[src/rtl/fetch_sequencer.sv]
// Instruction fetch sequencer: PC register, single-outstanding imem fetch, one-entry decode buffer, redirect arbitration.
// Latency: instr_valid 1 cycle after imem_ready; backpressure via instr_ready holds the buffer. Optional: MISALIGN_TRAP_EN.
module fetch_sequencer #(
    parameter int                   OPD_WIDTH = 32,
    parameter int                   PC_WIDTH  = 12,
    parameter logic [OPD_WIDTH-1:0] RESET_PC  = '0
) (
    input  logic                 clk,
    input  logic                 rst,
    input  logic                 stall,
    input  logic                 redir_csr,
    input  logic [OPD_WIDTH-1:0] csr_target,
    input  logic                 redir_br,
    input  logic [OPD_WIDTH-1:0] br_target,
    output logic                 imem_req,
    output logic [PC_WIDTH-1:0]  imem_addr,
    input  logic                 imem_ready,
    input  logic [31:0]          imem_rdata,
    output logic                 instr_valid,
    input  logic                 instr_ready,
    output logic [31:0]          instr_out,
    output logic [OPD_WIDTH-1:0] instr_pc,
`ifdef MISALIGN_TRAP_EN
    output logic                 misalign_exc,
    output logic [OPD_WIDTH-1:0] misalign_addr,
`endif
    output logic [OPD_WIDTH-1:0] pc_out
);

    typedef enum logic [1:0] {IDLE, REQ, HOLD, DROP} state_t;

    state_t                 state_q, state_d;
    logic [OPD_WIDTH-1:0]   pc_q, pc_d;
    logic                   valid_q, valid_d;
    logic [31:0]            instr_q, instr_d;
    logic [OPD_WIDTH-1:0]   ipc_q, ipc_d;
    logic [PC_WIDTH-1:0]    drop_addr_q, drop_addr_d;
    logic                   rst_dly_q;

    logic                   redir_any;
    logic                   redir_take;
    logic [OPD_WIDTH-1:0]   redir_tgt;
    logic [OPD_WIDTH-1:0]   redir_pc;

    always_comb begin
        redir_any = redir_csr | redir_br;
        redir_tgt = redir_csr ? csr_target : br_target;
`ifdef MISALIGN_TRAP_EN
        redir_take = redir_any && (redir_tgt[1:0] == 2'b00);
        redir_pc   = redir_tgt;
`else
        redir_take = redir_any;
        redir_pc   = redir_tgt & ~OPD_WIDTH'(3);
`endif
    end

`ifdef MISALIGN_TRAP_EN
    logic                 mexc_q;
    logic [OPD_WIDTH-1:0] maddr_q;

    always_ff @(posedge clk) begin
        if (rst) begin
            mexc_q  <= 1'b0;
            maddr_q <= '0;
        end else begin
            mexc_q <= redir_any && !redir_take;
            if (redir_any && !redir_take) maddr_q <= redir_tgt;
        end
    end

    assign misalign_exc  = mexc_q;
    assign misalign_addr = maddr_q;
`endif

    always_comb begin
        state_d     = state_q;
        pc_d        = pc_q;
        valid_d     = valid_q;
        instr_d     = instr_q;
        ipc_d       = ipc_q;
        drop_addr_d = drop_addr_q;

        unique case (state_q)
            IDLE: if (!stall && !valid_q && !rst_dly_q) state_d = REQ;
            REQ: if (imem_ready) begin
                instr_d = imem_rdata;
                ipc_d   = pc_q;
                valid_d = 1'b1;
                pc_d    = pc_q + OPD_WIDTH'(4);
                state_d = HOLD;
            end
            HOLD: if (instr_ready) begin
                valid_d = 1'b0;
                state_d = stall ? IDLE : REQ;
            end
            DROP: if (imem_ready) state_d = REQ;
            default: state_d = IDLE;
        endcase

        // A taken redirect overrides the sequential update; an in-flight REQ keeps its address via DROP.
        if (redir_take) begin
            pc_d    = redir_pc;
            valid_d = 1'b0;
            instr_d = instr_q;
            ipc_d   = ipc_q;
            unique case (state_q)
                REQ: begin
                    state_d = imem_ready ? REQ : DROP;
                    drop_addr_d = pc_q[PC_WIDTH-1:0];
                end
                DROP: state_d = imem_ready ? REQ : DROP;
                default: state_d = (stall || rst_dly_q) ? IDLE : REQ;
            endcase
        end
    end

    always_ff @(posedge clk) begin
        if (rst) begin
            state_q     <= IDLE;
            pc_q        <= RESET_PC;
            valid_q     <= 1'b0;
            instr_q     <= '0;
            ipc_q       <= '0;
            drop_addr_q <= '0;
            rst_dly_q   <= 1'b1;
        end else begin
            state_q     <= state_d;
            pc_q        <= pc_d;
            valid_q     <= valid_d;
            instr_q     <= instr_d;
            ipc_q       <= ipc_d;
            drop_addr_q <= drop_addr_d;
            rst_dly_q   <= 1'b0;
        end
    end

    assign imem_req    = (state_q == REQ) || (state_q == DROP);
    assign imem_addr   = (state_q == DROP) ? drop_addr_q : pc_q[PC_WIDTH-1:0];
    assign instr_valid = valid_q;
    assign instr_out   = instr_q;
    assign instr_pc    = ipc_q;
    assign pc_out      = pc_q;

endmodule

[config.mk]
export PLATFORM = sky130hd
export DESIGN_NAME = fetch_sequencer
export DESIGN_NICKNAME = d
export VERILOG_FILES = /design/src/rtl/fetch_sequencer.sv
export SDC_FILE = /design/constraint.sdc
export NUM_CORES = 1
export LEC_CHECK = 0
export BUFFER_PORTS_ARGS = -buffer_cell sky130_fd_sc_hd__buf_4
export CAP_MARGIN = 20
export CELL_PAD_IN_SITES_DETAIL_PLACEMENT = 0
export CELL_PAD_IN_SITES_GLOBAL_PLACEMENT = 1
export CORE_UTILIZATION = 31
export DETAILED_ROUTE_END_ITERATION = 10
export GPL_TIMING_DRIVEN = 0
export PLACE_DENSITY_LB_ADDON = 0.1
export SLEW_MARGIN = 20
export SYNTH_ARGS = -nofsm -noshare
export SYNTH_HDL_FRONTEND = slang
export SYNTH_SLANG_ARGS = --single-unit
[constraint.sdc]
create_clock -name clk -period 2.2 [get_ports clk]
set_clock_uncertainty 0.15 [all_clocks]
set_input_delay 0.44 -clock clk [delete_from_list [all_inputs] [get_ports clk]]
set_output_delay 0.44 -clock clk [all_outputs]
set_load 0.03 [all_outputs]
==> flow_summary.json <==
{
  "yosysSeqAreaShare_pct": 41.5,
  "die_h_um": 130,
  "use_met1_pct": 27.9,
  "wl_mm": 18.9,
  "port-buffer-count": 202,
  "holdCritPathClass": "input port to register",
  "power.leakage_uw": 0.00302,
  "syn-cell-area_um2": 5110,
  "place.gp.congestion": 0.844,
  "critPathCaptureType": "register",
  "path_max_fanout": 8,
  "num_vias": 5464,
  "final_nets": 970,
  "grt_pass1_vias": 5228,
  "synth_seq_cells": 106,
  "hold_viol_final": 0,
  "first_iter_violations": 247,
  "cp_slowest_cell": "dfxtp_1",
  "drive_above_1_share_pct": 35.4,
  "path_cells": "nand3_2 -> or2_2 -> nor4_4 -> mux2_2 -> a2111oi_2",
  "cts_max_level": 3,
  "startpoint_type": "register",
  "coreArea_um2": 16000,
  "cts_buffers": 9,
  "synth_edf_count": 0,
  "yosysWarnings": 0,
  "antenna_found_initial": 0,
  "syn_to_final_growth_pct": 44.7,
  "initial_core_util_pct": 31.9,
  "io_pins": 213,
  "worstPathArrival_ns": 2.31,
  "clkSlewWorstSetupHoldPaths_ns": 0.07,
  "crit_family": "simple AND/OR/NAND/NOR gates",
  "fin_ws_ns": -0.00750,
  "die_area_um2": 17000,
  "min_period_ns": 2.21,
  "wl_per_cell_um": 17.4,
  "drt_first_pass_iters": 5,
  "die_width_um": 130,
  "grt_overflow": 0,
  "required_ns": 2.30,
  "setup.worst_path.class": "register to register",
  "rows": 46,
  "gr-max-usage-layer": "met2",
  "fmax_ghz": 0.453,
  "path_buf_inv": 0,
  "drv_cap": 0,
  "dp_hpwl_mm": 14.3,
  "grt_util_met2_pct": 37.3,
  "drc": 0,
  "powerDensity_nw_per_um2": 590,
  "ir_drop_uv": 347,
  "drv_slew": 0,
  "setup_viol": 1,
  "netlist_instances": 642,
  "violations": "setup timing",
  "status": "finished, violations left",
  "rsz0062_at_grt": "yes",
  "syn_area_per_cell_um2": 7.96,
  "ant_nets": 0,
  "max_stage_delay_ns": 0.53,
  "period_share_pct": 100,
  "finalCoreUtilization_pct": 46.2,
  "diodes": 0,
  "cts_tree": "built",
  "rrSetupSlack_ns": -0.007,
  "grtUsageTotal_pct": 22.2,
  "whs_ns": 0.127,
  "clkLatencyLatePin_ns": 0.35,
  "clockBufferDepth": 2,
  "cts_sinks": 106,
  "synthArstFlopShare_pct": 0,
  "cts.hold.buffers_added": 0,
  "grtUsageMet3_pct": 5.21,
  "viasPerCell": 5.03,
  "cts_root_buf": "clkbuf_16",
  "maxSlewHeadroom_pct": 52.2,
  "worst_slew_pin_slew_ns": 0.717,
  "synth_flop_cell": "dfxtp_1",
  "grt_pass1_wl_mm": 28.2,
  "grt_max_degree": 16,
  "yosysUniqueCellTypes": 63,
  "setup_tns_ns": -0.00750
}
placed cells by master, fill, tap and decap left out, drive strengths merged, types with 4 or more instances in the layout:
| cell type | synthesis | final |
|---|---|---|
| buf | 18 | 228 |
| nand2 | 155 | 155 |
| dfxtp | 106 | 106 |
| a21oi | 84 | 84 |
| clkbuf | 37 | 49 |
| nor2 | 32 | 32 |
| o21ai | 19 | 19 |
| nand3 | 15 | 15 |
| a22oi | 14 | 14 |
| mux2 | 13 | 13 |
| mux2i | 13 | 13 |
| nor3 | 11 | 11 |
| a211oi | 11 | 11 |
| nor4 | 10 | 10 |
| nand4 | 9 | 9 |
| inv | 7 | 7 |
| nor2b | 7 | 7 |
| and3 | 6 | 6 |
| conb | 1 | 6 |
| xnor2 | 5 | 5 |
| o22ai | 5 | 5 |
| or2 | 4 | 4 |
| nand3b | 4 | 4 |
| o31ai | 4 | 4 |
| nand2b | 4 | 4 |
| or3 | 4 | 4 |
final timing paths:
check,end,cells after the start,from
hold / removal,rst_dly_q,1,rst
setup / recovery,pc_out[21],5,pc_out[16]
hold reg to reg,instr_out[18],2,instr_out[18]
setup reg to reg,pc_out[21],5,pc_out[16]
repair_timing:
action | 4_1_cts | 5_1_grt
gates cloned | 0 | 0
resized for setup | 29 | 14
pin swaps | 3 | 7
endpoints found under the setup margin | 97 | 79
buffers inserted | 1 | 7
worst reg2reg max path: stages (launching register included):
cell	delay, ns
dfxtp_1	0.53
nand3_2	0.17
or2_2	0.34
nor4_4	0.28
mux2_2	0.38
a2111oi_2	0.27
cell usage after synthesis, drive strengths merged (4+ instances only):
| master | count | share of area (%) |
|---|---|---|
| nand2 | 155 | 11 |
| dfxtp | 106 | 42 |
| a21oi | 84 | 8.2 |
| clkbuf | 37 | 3.5 |
| nor2 | 32 | 2.4 |
| o21ai | 19 | 1.9 |
| buf | 18 | 2.4 |
| nand3 | 15 | 1.5 |
| a22oi | 14 | 2.1 |
| mux2 | 13 | 2.9 |
| mux2i | 13 | 2.5 |
| a211oi | 11 | 1.7 |
| nor3 | 11 | 1.1 |
| nor4 | 10 | 1.5 |
| nand4 | 9 | 1.7 |
| inv | 7 | 0.51 |
| nor2b | 7 | 0.86 |
| and3 | 6 | 0.73 |
| o22ai | 5 | 0.61 |
| xnor2 | 5 | 0.86 |
| nand2b | 4 | 0.49 |
| nand3b | 4 | 0.59 |
| o31ai | 4 | 0.59 |
| or2 | 4 | 0.49 |
| or3 | 4 | 0.51 |
logic make-up after synthesis:
kind of cell / count (synthesis) / share of synthesized area, %
other cells: 1 / 0.0734
mux: 26 / 5.41
xor+xnor: 7 / 1.20
compound gates: 169 / 20.4
simple gates: 269 / 24.5
flops: 106 / 41.5
fa+ha+maj: 1 / 0.245
buf+inv: 63 / 6.66
metrics by stage:
step	cell area, um2	total power [uW]	cells	setup WS [ns]
2_1_floorplan	5140	2510	647	-0.000852
3_3_place_gp	6930	2860	1065	-0.519
3_5_place_dp	6930	2870	1065	-0.557
4_1_cts	7300	4400	1081	-0.0393
5_1_grt	7390	4550	1087	-0.0874
6_report	7390	4360	1087	-0.00750
power breakdown:
group / switching (uW) / internal [uW]
clock: 713 / 800
combinational: 443 / 345
sequential: 80.2 / 1980
total: 1240 / 3120
area by class of cell:
class,instances,area [um2]
sequential,106,2140
inverter,7,26.3
multi-input combinational,478,2790
clock buffer,14,254
fill,1670,8610
clock inverter,2,12.5
buffer,54,322
timing repair buffer,210,1580
tap,216,270
metal layers:
metal,vias up,wire length [um]
met5,-,0
met4,0,282
met3,22,1260
met2,207,8920
met1,2545,8400
li1,2690,-
state kept, by name (all words and copies together) (netlist names):
name / count
rst_dly_q: 1
pc_out: 30
instr_valid: 1
state_q: 2
drop_addr_q: 10
instr_out: 32
instr_pc: 30
No activity file was read; power rests on OpenSTA's default activity.
